===== src/rtl/mem_arb_pkg.sv =====
// mem_arb_pkg
//   Shared definitions for the memory port arbiter: FSM state encoding,
//   grant source select values and the timeout counter width helper.
package mem_arb_pkg;

  typedef enum logic [1:0] {
    IDLE       = 2'd0,
    PT_ACCESS  = 2'd1,
    CPU_ACCESS = 2'd2,
    RESP       = 2'd3
  } arb_state_e;

  // Which requester owns the current access / response.
  localparam logic SRC_PT  = 1'b0;
  localparam logic SRC_CPU = 1'b1;

  // Bits needed to hold the values 0..cycles.
  function automatic int unsigned tmo_cnt_w(input int unsigned cycles);
    return $clog2(cycles + 32'd1);
  endfunction

endpackage


===== src/rtl/mem_timeout_ctr.sv =====
// mem_timeout_ctr
//   Counts memory-request cycles that pass without an acknowledge.
//   Ports:
//     clk, rst_n  clock, asynchronous active-low reset
//     clear_i     restart the count (asserted on entry to an access)
//     enable_i    this cycle is a request cycle without acknowledge
//     expired_o   combinational: this is the TIMEOUT_CYCLES-th unacknowledged
//                 request cycle, so the access must be aborted at the next edge
module mem_timeout_ctr
  import mem_arb_pkg::*;
#(
  parameter int unsigned TIMEOUT_CYCLES = 255
) (
  input  logic clk,
  input  logic rst_n,
  input  logic clear_i,
  input  logic enable_i,
  output logic expired_o
);

  localparam int unsigned      CNT_W = tmo_cnt_w(TIMEOUT_CYCLES);
  // cnt_q holds the number of waited cycles already completed, so the
  // current cycle is number cnt_q+1; expiry fires when that equals the limit.
  localparam logic [CNT_W-1:0] LAST  = CNT_W'(TIMEOUT_CYCLES - 32'd1);
  localparam logic [CNT_W-1:0] ONE   = CNT_W'(1);

  logic [CNT_W-1:0] cnt_q;

  // Wait-cycle counter, saturating at LAST.
  always_ff @(posedge clk or negedge rst_n) begin
    if (!rst_n) begin
      cnt_q <= '0;
    end else if (clear_i) begin
      cnt_q <= '0;
    end else if (enable_i && (cnt_q != LAST)) begin
      cnt_q <= cnt_q + ONE;
    end else begin
      cnt_q <= cnt_q;
    end
  end

  assign expired_o = enable_i & (cnt_q == LAST);

endmodule


===== src/rtl/mem_port_arbiter.sv =====
// mem_port_arbiter
//   Merges MMU page-table reads and CPU data accesses onto one req/ack
//   memory port. Page-table walks have priority; a bus timeout aborts any
//   access whose acknowledge never arrives. All outputs are registered.
//   Ports:
//     pt_addr/pt_read            page-table read request (single-cycle pulse)
//     pt_data/pt_ready           PTE data, held; one-cycle completion pulse
//     cpu_addr/cpu_addr_ok/cpu_fault, cpu_read/cpu_write/cpu_wdata/cpu_be
//                                CPU level request with translation status
//     cpu_rdata/cpu_ready/cpu_err read data (held), completion pulse, error
//     mem_req/mem_we/mem_addr/mem_wdata/mem_be, mem_rdata/mem_ack
//                                memory port
//     bus_error                  one-cycle pulse when an access times out
module mem_port_arbiter
  import mem_arb_pkg::*;
#(
  parameter int unsigned ADDR_W         = 32,
  parameter int unsigned DATA_W         = 32,
  parameter int unsigned TIMEOUT_CYCLES = 255
) (
  input  logic                  clk,
  input  logic                  rst_n,
  input  logic [ADDR_W-1:0]     pt_addr,
  input  logic                  pt_read,
  output logic [DATA_W-1:0]     pt_data,
  output logic                  pt_ready,
  input  logic [ADDR_W-1:0]     cpu_addr,
  input  logic                  cpu_addr_ok,
  input  logic                  cpu_fault,
  input  logic                  cpu_read,
  input  logic                  cpu_write,
  input  logic [DATA_W-1:0]     cpu_wdata,
  input  logic [DATA_W/8-1:0]   cpu_be,
  output logic [DATA_W-1:0]     cpu_rdata,
  output logic                  cpu_ready,
  output logic                  cpu_err,
  output logic                  mem_req,
  output logic                  mem_we,
  output logic [ADDR_W-1:0]     mem_addr,
  output logic [DATA_W-1:0]     mem_wdata,
  output logic [DATA_W/8-1:0]   mem_be,
  input  logic [DATA_W-1:0]     mem_rdata,
  input  logic                  mem_ack,
  output logic                  bus_error
);

  localparam int unsigned BE_W = DATA_W / 8;

  arb_state_e          state_q;
  logic                src_q;
  logic                pt_pending_q;
  logic [ADDR_W-1:0]   pt_addr_q;
  logic                mem_req_q;
  logic                mem_we_q;
  logic [ADDR_W-1:0]   mem_addr_q;
  logic [DATA_W-1:0]   mem_wdata_q;
  logic [BE_W-1:0]     mem_be_q;
  logic [DATA_W-1:0]   pt_data_q;
  logic                pt_ready_q;
  logic [DATA_W-1:0]   cpu_rdata_q;
  logic                cpu_ready_q;
  logic                cpu_err_q;
  logic                bus_error_q;

  logic cpu_req_s;
  logic pt_start_s;
  logic cpu_start_s;
  logic in_access_s;
  logic tmo_expired_s;

  assign cpu_req_s   = cpu_read | cpu_write;
  assign pt_start_s  = (state_q == IDLE) & (pt_pending_q | pt_read);
  assign cpu_start_s = (state_q == IDLE) & ~(pt_pending_q | pt_read) & cpu_req_s
                       & cpu_addr_ok & ~cpu_fault;
  assign in_access_s = (state_q == PT_ACCESS) | (state_q == CPU_ACCESS);

  mem_timeout_ctr #(
    .TIMEOUT_CYCLES(TIMEOUT_CYCLES)
  ) u_timeout (
    .clk      (clk),
    .rst_n    (rst_n),
    .clear_i  (pt_start_s | cpu_start_s),
    .enable_i (in_access_s & ~mem_ack),
    .expired_o(tmo_expired_s)
  );

  // Arbitration FSM with its registered datapath and outputs.
  always_ff @(posedge clk or negedge rst_n) begin
    if (!rst_n) begin
      state_q      <= IDLE;
      src_q        <= SRC_PT;
      pt_pending_q <= 1'b0;
      pt_addr_q    <= '0;
      mem_req_q    <= 1'b0;
      mem_we_q     <= 1'b0;
      mem_addr_q   <= '0;
      mem_wdata_q  <= '0;
      mem_be_q     <= '0;
      pt_data_q    <= '0;
      pt_ready_q   <= 1'b0;
      cpu_rdata_q  <= '0;
      cpu_ready_q  <= 1'b0;
      cpu_err_q    <= 1'b0;
      bus_error_q  <= 1'b0;
    end else begin
      pt_ready_q  <= 1'b0;
      cpu_ready_q <= 1'b0;
      cpu_err_q   <= 1'b0;
      bus_error_q <= 1'b0;
      // Every pulse is remembered; repeated pulses collapse into one walk.
      // The most recent pulse supplies the address.
      if (pt_read) begin
        pt_pending_q <= 1'b1;
        pt_addr_q    <= pt_addr;
      end else begin
        pt_pending_q <= pt_pending_q;
      end

      case (state_q)
        IDLE: begin
          if (pt_pending_q || pt_read) begin
            state_q      <= PT_ACCESS;
            src_q        <= SRC_PT;
            pt_pending_q <= 1'b0;
            mem_req_q    <= 1'b1;
            mem_we_q     <= 1'b0;
            mem_addr_q   <= pt_read ? pt_addr : pt_addr_q;
            mem_wdata_q  <= '0;
            mem_be_q     <= '1;
          end else if (cpu_req_s && cpu_addr_ok && cpu_fault) begin
            // Translation fault: answer at once, the memory is never touched.
            state_q     <= RESP;
            src_q       <= SRC_CPU;
            cpu_ready_q <= 1'b1;
            cpu_err_q   <= 1'b1;
          end else if (cpu_req_s && cpu_addr_ok) begin
            state_q     <= CPU_ACCESS;
            src_q       <= SRC_CPU;
            mem_req_q   <= 1'b1;
            mem_we_q    <= cpu_write;
            mem_addr_q  <= cpu_addr;
            mem_wdata_q <= cpu_wdata;
            mem_be_q    <= cpu_be;
          end else begin
            state_q <= IDLE;
          end
        end

        PT_ACCESS, CPU_ACCESS: begin
          // An acknowledge in the expiry cycle still completes normally.
          if (mem_ack) begin
            state_q   <= RESP;
            mem_req_q <= 1'b0;
            if (src_q == SRC_PT) begin
              pt_ready_q <= 1'b1;
              pt_data_q  <= mem_rdata;
            end else begin
              cpu_ready_q <= 1'b1;
              if (!mem_we_q) begin
                cpu_rdata_q <= mem_rdata;
              end else begin
                cpu_rdata_q <= cpu_rdata_q;
              end
            end
          end else if (tmo_expired_s) begin
            state_q     <= RESP;
            mem_req_q   <= 1'b0;
            bus_error_q <= 1'b1;
            if (src_q == SRC_PT) begin
              // A zero PTE is invalid, so the MMU turns this into a page fault.
              pt_ready_q <= 1'b1;
              pt_data_q  <= '0;
            end else begin
              cpu_ready_q <= 1'b1;
              cpu_err_q   <= 1'b1;
            end
          end else begin
            state_q <= state_q;
          end
        end

        RESP: begin
          state_q <= IDLE;
        end

        default: begin
          state_q   <= IDLE;
          mem_req_q <= 1'b0;
        end
      endcase
    end
  end

  assign pt_data   = pt_data_q;
  assign pt_ready  = pt_ready_q;
  assign cpu_rdata = cpu_rdata_q;
  assign cpu_ready = cpu_ready_q;
  assign cpu_err   = cpu_err_q;
  assign mem_req   = mem_req_q;
  assign mem_we    = mem_we_q;
  assign mem_addr  = mem_addr_q;
  assign mem_wdata = mem_wdata_q;
  assign mem_be    = mem_be_q;
  assign bus_error = bus_error_q;

endmodule

===== config.mk =====
export PLATFORM = sky130hd
export DESIGN_NAME = mem_port_arbiter
export DESIGN_NICKNAME = d
export VERILOG_FILES = /design/src/rtl/mem_arb_pkg.sv /design/src/rtl/mem_timeout_ctr.sv /design/src/rtl/mem_port_arbiter.sv
export SDC_FILE = /design/constraint.sdc
export NUM_CORES = 1
export LEC_CHECK = 0
export CORE_MARGIN = 8
export CORE_UTILIZATION = 40
export CTS_CLUSTER_DIAMETER = 60
export CTS_CLUSTER_SIZE = 10
export DETAILED_ROUTE_END_ITERATION = 10
export PLACE_DENSITY = 0.82
export SYNTH_ARGS = -nofsm -noshare
export SYNTH_HDL_FRONTEND = slang
export SYNTH_SLANG_ARGS = --single-unit

===== constraint.sdc =====
create_clock -name clk -period 2.5 [get_ports clk]
set_clock_uncertainty 0.2 [all_clocks]
set_input_delay 0.5 -clock clk [delete_from_list [all_inputs] [get_ports clk]]
set_output_delay 0.5 -clock clk [all_outputs]
set_load 0.005 [all_outputs]

---- Yosys cells after proc, flatten, opt, wreduce, memory -nomap -nowiden ----
Cells that the tools add are included.
cells by class
  add/sub/neg operators ................... 1
  multiplexer cells ....................... 51
  eq/ne operators ......................... 9
  bitwise operators ....................... 16
  reductions and logical operators ........ 16
operators by type and width
  cell                                                                      number
  32-bit two-way mux                                                        11
  1-bit two-way mux                                                         26
  8-bit two-way mux                                                         2
  4-bit two-way mux                                                         3
  2-bit two-way mux                                                         5
  8-bit by 1-bit adder with 8-bit output (second input constant)            1
  8-bit equality test (second input constant)                               1
  8-bit inequality test (second input constant)                             1
  4-bit AND reduction                                                       2
  2-bit nonzero test                                                        4
  1-bit AND                                                                 7
  3-bit inequality test (second input constant)                             2
  1-bit case mux with 2 select lines                                        3
  2-bit case mux with 3 select lines                                        1
  3-bit AND reduction                                                       2
  1-bit NOT                                                                 5
  2-bit equality test (second input constant)                               2
  1-bit OR                                                                  4
  1-bit logical AND                                                         3
  3-bit by 1-bit inequality test with 1-bit output (second input constant)  1
  3-bit nonzero test                                                        1
  2-bit by 1-bit equality test with 1-bit output (second input constant)    1
  2-bit logical NOT                                                         1
  2-bit inequality test (second input constant)                             1
  other kinds (3)                                                           3
storage, ports and cells
  flip-flop bits (word level) ............. 182
  input bits .............................. 140
  logic and storage cells ................. 109

---- Depth between registers and ports, before layout ----
  depth after elaboration ................. 8
  gate-level depth with buffers ........... 7

---- Hierarchy ----
From an unflattened synthesis, not the netlist that was laid out.
unflattened totals
  cell total of the unflattened synthesis .. 701
  area total of the unflattened synthesis .. 7648.6 sq um
by module, submodules not included
  module            area an instance (sq um)  instances  cells each
  mem_port_arbiter  7139.3                    1          651
  mem_timeout_ctr   509.2                     1          50

---- Worst setup path before layout ----
No wires, ideal clock.
  path type ............................... register to register
  start ................................... reg state_q[0]
  end ..................................... reg cpu_rdata_q[10] (netlist: cpu_rdata[10])
  clock period less this slack ............ 1.909 ns
  required time ........................... 2.175 ns
  stages on the path, launching flop included .. 7
  path buffers ............................ 2
  library setup time ...................... 0.125 ns
  path slack .............................. 0.591 ns
  arrival time ............................ 1.584 ns
  path through ............................ dfrtp_1 > inv_1 > ha_1 > buf_4 > nand4b_1 > buf_2 > mux2_2
on the way
  longest elaborated chain between the ends .. 3
ends and longest elaborated chain
  what                                                                                          RTL line                 RTL
  start, declared                                                                               mem_port_arbiter.sv:49   arb_state_e state_q;
  start signal, assigned                                                                        mem_port_arbiter.sv:178  state_q <= state_q;
  2-bit by 1-bit equality test with 1-bit output / 2-bit equality test (equally long branches)  mem_port_arbiter.sv:119  case (state_q)
  2-bit OR reduction (*)                                                                        mem_port_arbiter.sv:119
  4-bit AND reduction (no source line) (*)                                                      -
  end signal, assigned                                                                          mem_port_arbiter.sv:160  cpu_rdata_q <= mem_rdata;
  end signal, assigned                                                                          mem_port_arbiter.sv:162  cpu_rdata_q <= cpu_rdata_q;
  end, declared                                                                                 mem_port_arbiter.sv:60   logic [DATA_W-1:0] cpu_rdata_q;
Mark *: on every way between the ends. The rest lies on a longest branch, timed or not.
A chain may end at the register's enable or synchronous reset.

---- Worst setup path in the final report ----
  start ................................... reg mem_we_q (netlist: mem_we)
  end ..................................... out mem_we
RTL lines
  what                    RTL line                 RTL
  start, declared         mem_port_arbiter.sv:54   logic mem_we_q;
  start signal, assigned  mem_port_arbiter.sv:140  mem_we_q <= cpu_write;
  end, declared           mem_port_arbiter.sv:38   output logic mem_we,
No word-level cell between the ends.

==> summary.txt <==
Logic synthesis
  – Post-Syn Area: 0.00748 mm^2
  – Avg Synthesized Cell Area: 14.3 um^2
  – Post-synth EDFFs: 0
  – Ys Warns: 0
  – Area leader, netlist: dfrtp_1
  – Largest cells by area after synthesis: dfrtp_1 61%, mux2_2 9.6%, mux2i_1 8.6%
  – Cells after Synth: 522
  – Synthesized net count: 667
  – Distinct cells, synth: 46
  – Dominant synthesized flop cell: dfrtp_1
  – Fraction of registers with async set/reset: 100%
  – Yosys reg bits: 182
  – Register area share after synthesis: 60.9%
  – Yosys top cell area share: 60.9%

Cells and area
  – Fillers: 1479
  – Fraction of layout cells with a size suffix above 1: 15.9%
  – # diodes: 0
  – Area Growth Syn to Fin: 48.9%
  – Layout net count: 950
  – Commonest non-fill, non-tap cell in the layout: clkdlybuf4s50_1
  – Most frequent cells in the layout: 275 x clkdlybuf4s50_1, 182 x dfrtp_1, 65 x a22o_1

Drt
  – Detailed-route wire length per cell: 19.3 um
  – Vias after detailed routing: 5283
  – Drt initial violations: 185
  – # DRC: 0
  – Vias/cell: 5.02
  – Routed Antenna Nets: 0
  – Routed WL: 20300 um
  – DRT Pass-1 Iters: 4

Pwr
  – Comb pwr share: 40.6%
  – Int Power: 8.27 mW
  – NetSw: 3.69 mW
  – Reg power frac: 37.6%
  – Static Leak: 5.00 nW
  – Power Dens Cells: 1070 mW/mm^2
  – Sw frac: 30.9%
  – Peak VDD IR: 0.547 mV
  – Clock power frac: 21.8%

Critical path
  – Critical Path Start: mem_we$_DFFE_PN0P_
  – R2r setup slk: 0.50 ns
  – CP delay by family, top: buffers and inverters
  – Worst Path Buf+Inv: 1
  – Crit start category: flop
  – Crit path max fanout: 3
  – Critical R2R Launch: state_q[0]$_DFFE_PN0P_
  – Worst r2r dst: u_timeout.cnt_q[7]$_DFFE_PN0P_
  – WP data arrival: 1.38 ns
  – CP Capture Point: mem_we
  – Number of stages on the worst setup path: 1
  – CP Cell Sequence: clkdlybuf4s50_1
  – CP max-delay cell: clkdlybuf4s50_1
  – CP Class: flop to primary output
  – CP Data Required Time: 1.80 ns
  – CP Capture Type: primary output
  – Reg2Reg Depth: 7
  – Worst path max stage delay: 0.54 ns

Clocking
  – CTS Root Cell: clkbuf_16
  – Cts bufs inserted: 17
  – H-tree Lvls: 4
  – Setup repair bufs after CTS: 0
  – Largest buffer count on any clock path: 2
  – CTS tree: done
  – # clock sinks: 182
  – Latest clock arrival within the worst-skew pair: 0.42 ns
  – Clock input transition at the sequential cells of the worst setup and hold paths: 0.07 ns

Global routing
  – Number of global-route vias before repair: 5660
  – GRT Overall Usage: 17.5%
  – First-pass GRT wire length: 32300 um
  – Largest net degree at the start of global routing: 54
  – GRT overflow: 0
  – Initial antenna violation count: 1

Floorplan
  – Site Rows: 50
  – Core Box Area: 0.0185 mm^2
  – Top Ports: 278
  – Die footprint: 0.0233 mm^2
  – Initial Util: 40.4%
  – Chip Height: 153 um
  – Die Wd: 153 um

Flow run
  – Max-Cap Viols: 0

STA
  – Worst Max-Slew Pin Slew: 0.412 ns
  – Setup TNS: 0 ns
  – Slew headroom: 72.6%
  – Post-route setup slack: 0.425 ns
  – Setup violators final: 0
  – Min Clock Period, post-route: 2.08 ns
  – Final period util: 83.0%
  – Fmax: 482 MHz
  – Slew Limit Fails: 0
  – Final Hold Viols: 0
  – RSZ-0062 raised after global routing: false

Outcome
  – Run status: finished clean

Place
  – Pre-CTS WS: 0.149 ns
  – Placer congestion estimate: 0.788
  – Input/output buffers: 277
  – Post-detail-place hpwl: 15000 um

Worst hold path
  – Min-Delay Path Class: primary input to flop
  – HP Start: pt_read
==> flip-flops by register name, indices dropped and copies added (netlist names) <==
| signal | flops |
|---|---|
| cpu_ready | 1 |
| pt_data | 32 |
| mem_be | 4 |
| mem_wdata | 32 |
| mem_addr | 32 |
| pt_pending_q | 1 |
| pt_ready | 1 |
| src_q | 1 |
| bus_error | 1 |
| cpu_rdata | 32 |
| u_timeout.cnt_q | 8 |
| mem_we | 1 |
| state_q | 2 |
| mem_req | 1 |
| cpu_err | 1 |
| pt_addr_q | 32 |
==> power by group through the flow <==
stage	registers [mW]	clock network, mW	logic, mW
finish	4.50	2.61	4.85
global route	4.63	2.82	5.24
CTS	4.51	2.69	4.95
detailed placement	4.54	0	4.94
global placement	4.50	0	4.82
floorplan	4.56	0	2.19
==> layer usage <==
metal	part of all wire, %	up-vias	global-route usage (%)
met4	1.6	2	5.42
met2	46	235	27.0
li1	-	2430	-
met3	8.0	23	6.30
met5	0.064	-	0
met1	44	2593	22.6
==> synthesized netlist by cell type (all sizes together), types with 2 or more instances <==
library cell	n
ha	5
a211oi	3
buf	27
xnor2	4
nor2b	3
xor2	3
nand2	5
and2	2
mux2	64
nand3	4
a22o	65
dfrtp	182
nand4	3
inv	36
a21oi	8
nand4b	3
nor2	13
o21ai	3
nor3	2
o211ai	3
mux2i	64
clkbuf	5
o22a	4
==> how the worst min path moves through the flow <==
stage	endpoint	cells after the start	slack [ns]
after detailed placement	mem_addr[17]$_DFFE_PN0P_	1	0.25
after global routing	pt_pending_q$_DFF_PN0_	3	0.30
final	pt_pending_q$_DFF_PN0_	3	0.27
after global placement	pt_addr_q[16]$_DFF_PN0_	1	0.25
after floorplan	bus_error$_DFF_PN0_	0	0.004
after CTS	pt_pending_q$_DFF_PN0_	3	0.25
==> timing repair <==
action,4_1_cts,5_1_grt
endpoints found under the hold margin,38,0
resized for setup,0,0
hold buffers,1,0
==> through the flow <==
stage               utilization [%]  power [mW]  std cells  hold WS (ns)  instance area [um^2]
finish                         60.1        12.0       1052         0.274                 11100
global route                   60.1        12.7       1052         0.296                 11100
CTS                            60.1        12.1       1052         0.251                 11100
detailed placement             56.9        9.48       1019         0.252                 10500
global placement               56.9        9.33       1019         0.251                 10500
floorplan                         -        6.75        522       0.00441                  7480
==> cell families after synthesis <==
logic type | after synthesis | share of synthesized area [%]
AOI/OAI and AO/OA | 92 | 10.5
adders and majority gates | 5 | 0.837
DFF | 182 | 60.9
and+or+nand+nor | 40 | 3.61
xor gates and xnor gates | 7 | 0.820
buffers and inverters | 68 | 5.12
muxes | 128 | 18.2
==> layout make-up <==
| type | count | area [um^2] | share of cell area, % |
|---|---|---|---|
| tap | 234 | 293 | 2.63 |
| inverter | 36 | 135 | 1.21 |
| clock buffer | 19 | 453 | 4.07 |
| sequential | 182 | 4550 | 40.9 |
| clock inverter | 13 | 129 | 1.16 |
| timing repair buffer | 296 | 3030 | 27.2 |
| multi-input combinational | 272 | 2540 | 22.8 |
Power figures use the tool's default switching activity.
==> RTL change (same flow settings) <==
`TIMEOUT_CYCLES` is set to 255 in 2 places; all go to 510.
--- a/src/rtl/mem_timeout_ctr.sv
+++ b/src/rtl/mem_timeout_ctr.sv
@@ -9,7 +9,7 @@
 module mem_timeout_ctr
   import mem_arb_pkg::*;
 #(
-  parameter int unsigned TIMEOUT_CYCLES = 255
+  parameter int unsigned TIMEOUT_CYCLES = 510
 ) (
   input  logic clk,
   input  logic rst_n,
--- a/src/rtl/mem_port_arbiter.sv
+++ b/src/rtl/mem_port_arbiter.sv
@@ -16,7 +16,7 @@
 #(
   parameter int unsigned ADDR_W         = 32,
   parameter int unsigned DATA_W         = 32,
-  parameter int unsigned TIMEOUT_CYCLES = 255
+  parameter int unsigned TIMEOUT_CYCLES = 510
 ) (
   input  logic                  clk,
   input  logic                  rst_n,
Check against the original RTL: no difference found for any inputs over 4 cycles, from zero or initial values and one cycle with rst_n low; that may be too few to reach the edited logic, so the function may still have changed.
==> RTL change against the unedited design <==
Power shrank 0.81%. Die area shrank 0.43%. Area after synthesis shrank 0.47%. Worst setup slack gained 0.0083 ns. Via count shrank 0.85%. Final area is essentially flat. Sequential cell count grew 1. Final cell count is essentially flat. Wire length shrank 1.6%. Highest routed layer unchanged.
==> RTL change: results (changes against the unedited design) <==
Global routing
  – Initial antenna violation count: 2 (+1)
  – GRT Total Usage: 17.61% (+0.13 points)
  – Pin count of the biggest net entering global routing: 63 (+17%)
  – Vias in the first global route: 5796 (+2.4%)
  – First-pass GRT wire length: 32800 microns (+1.7%)

Hold path
  – WHS Path Cells: 1 (-2)
  – Hold Crit Endpoint: cpu_rdata[17]
  – Worst hold start: cpu_rdata[17]
  – Hold crit path type: reg2reg

Route
  – Vias per cell: 4.974 (-0.95%)
  – Iteration-0 DRC Markers: 177 (-4.3%)
  – WL/cell: 18.98 microns (-1.7%)

Critical path
  – R2r setup slk: 0.46 ns (-0.04 ns)
  – Origin of the critical flop-to-flop path: state_q[0]
  – Critical path arrival: 1.37 ns
  – Slowest stage delay, CP: 0.54 ns (about the same)
  – Reg2Reg Depth: 6 (-1)
  – Crit Path Max Fanout: 3 (unchanged)
  – Slowest stage cell, crit path: clkdlybuf4s50_1
  – Worst R2R End: pt_data[25]

Cells and area
  – NumNets Final: 949 (-0.11%)
  – Layout cells sized above 1: 11.25% (-4.6 points)

Run status
  – Outcome: completed

Place
  – Post-DP HPWL: 14910 microns (-0.79%)
  – RD Place Congestion: 0.7379 (-6.4%)
  – Port Buffers: 277 (unchanged)

Synth
  – Synth top area share: 61.52% (+0.62 points)
  – Register area share after synthesis: 61.52% (+0.62 points)
  – Post-synth top cells: dfrtp_1, a22o_1, mux2i_1, inv_1, mux2_2
  – Syn Nets: 668 (+0.15%)
  – Largest cells by area after synthesis: dfrtp_1, mux2i_1, a22o_1, mux2_2, mux2_1
  – Yosys warnings: 0 (unchanged)
  – Post-synth cell types: 42 (-8.7%)

CTS
  – Clock slew at reported path FFs: 0.07 ns (about the same)
  – Clock tree root driver cell: clkbuf_16
  – H-tree levels: 4 (unchanged)
  – Max clock buf depth: 2 (unchanged)
  – Post-cts resize count: 0 (unchanged)
  – Cts bufs inserted: 17 (unchanged)
  – Post-CTS setup buffers: 0 (unchanged)

Power and ir drop
  – P_leak: 4.984 nW (-0.25%)
  – VDD IR max: 0.6191 mV (+13%)

Timing
  – Normalized max-slew margin: 64.49% (-8.1 points)
==> RTL change: cell families (layout without fill, tap and decap cells) <==
kind of cell / count (synthesis) / in the layout / synth area share [%]
adders and majority gates: 4 / 4 / 0.6724
and+or+nand+nor: 39 / 39 / 3.194
buffers and inverters: 68 / 362 / 4.807
DFF: 183 / 183 / 61.52
xor gates and xnor gates: 7 / 7 / 0.8237
other: 0 / 1 / 0
AOI/OAI and AO/OA: 94 / 94 / 10.56
muxes: 129 / 129 / 18.42
==> RTL change: report_power, final <==
part | leakage, nW | total (mW) | switching, mW | internal [mW]
clock | 0.281 | 2.71 | 1.21 | 1.51
sequential | 2.26 | 4.52 | 0.566 | 3.96
combinational | 2.45 | 4.63 | 1.83 | 2.80
==> RTL change: worst max path at each step <==
stage / slack, ns / cells past startpoint / startpoint / end
after floorplan: 0.65 / 8 / state_q[0] / pt_data[1]
after global placement: 0.14 / 5 / pt_read / mem_addr[8]
after detailed placement: 0.11 / 5 / pt_read / mem_addr[7]
after CTS: 0.40 / 1 / mem_we / mem_we
after global routing: 0.31 / 6 / state_q[0] / pt_data[19]
final: 0.43 / 1 / mem_we / mem_we
==> RTL change: cell type report <==
| cell class | instances | area [sq um] |
|---|---|---|
| clock buffer | 18 | 429.2 |
| clock inverter | 14 | 166.4 |
| fill | 1488 | 7315 |
| antenna | 1 | 2.502 |
| inverter | 37 | 138.9 |
| sequential | 183 | 4579 |
| tap | 234 | 292.8 |
| multi-input combinational | 273 | 2507 |
| timing repair buffer | 293 | 3024 |
==> RTL change: per-layer routing <==
layer	part of all wire [%]	vias up	routed length, microns	track usage, %
li1	-	2442	-	-
met1	43	2584	8557	21.65
met2	48	192	9507	28.19
met3	8.4	18	1682	6.977
met4	1.1	2	222	5.231
met5	0.065	-	13	0
==> RTL change: metrics by stage <==
stage               std cells  worst slack [ns]  hold WS [ns]  area [sq um]
floorplan                 524            0.6463      0.004409          7443
global placement         1019            0.1432        0.2737         10530
detailed placement       1019            0.1091        0.2821         10530
CTS                      1052            0.3977        0.2966         11140
global route             1053            0.3061        0.3092         11140
finish                   1053            0.4332        0.2932         11140
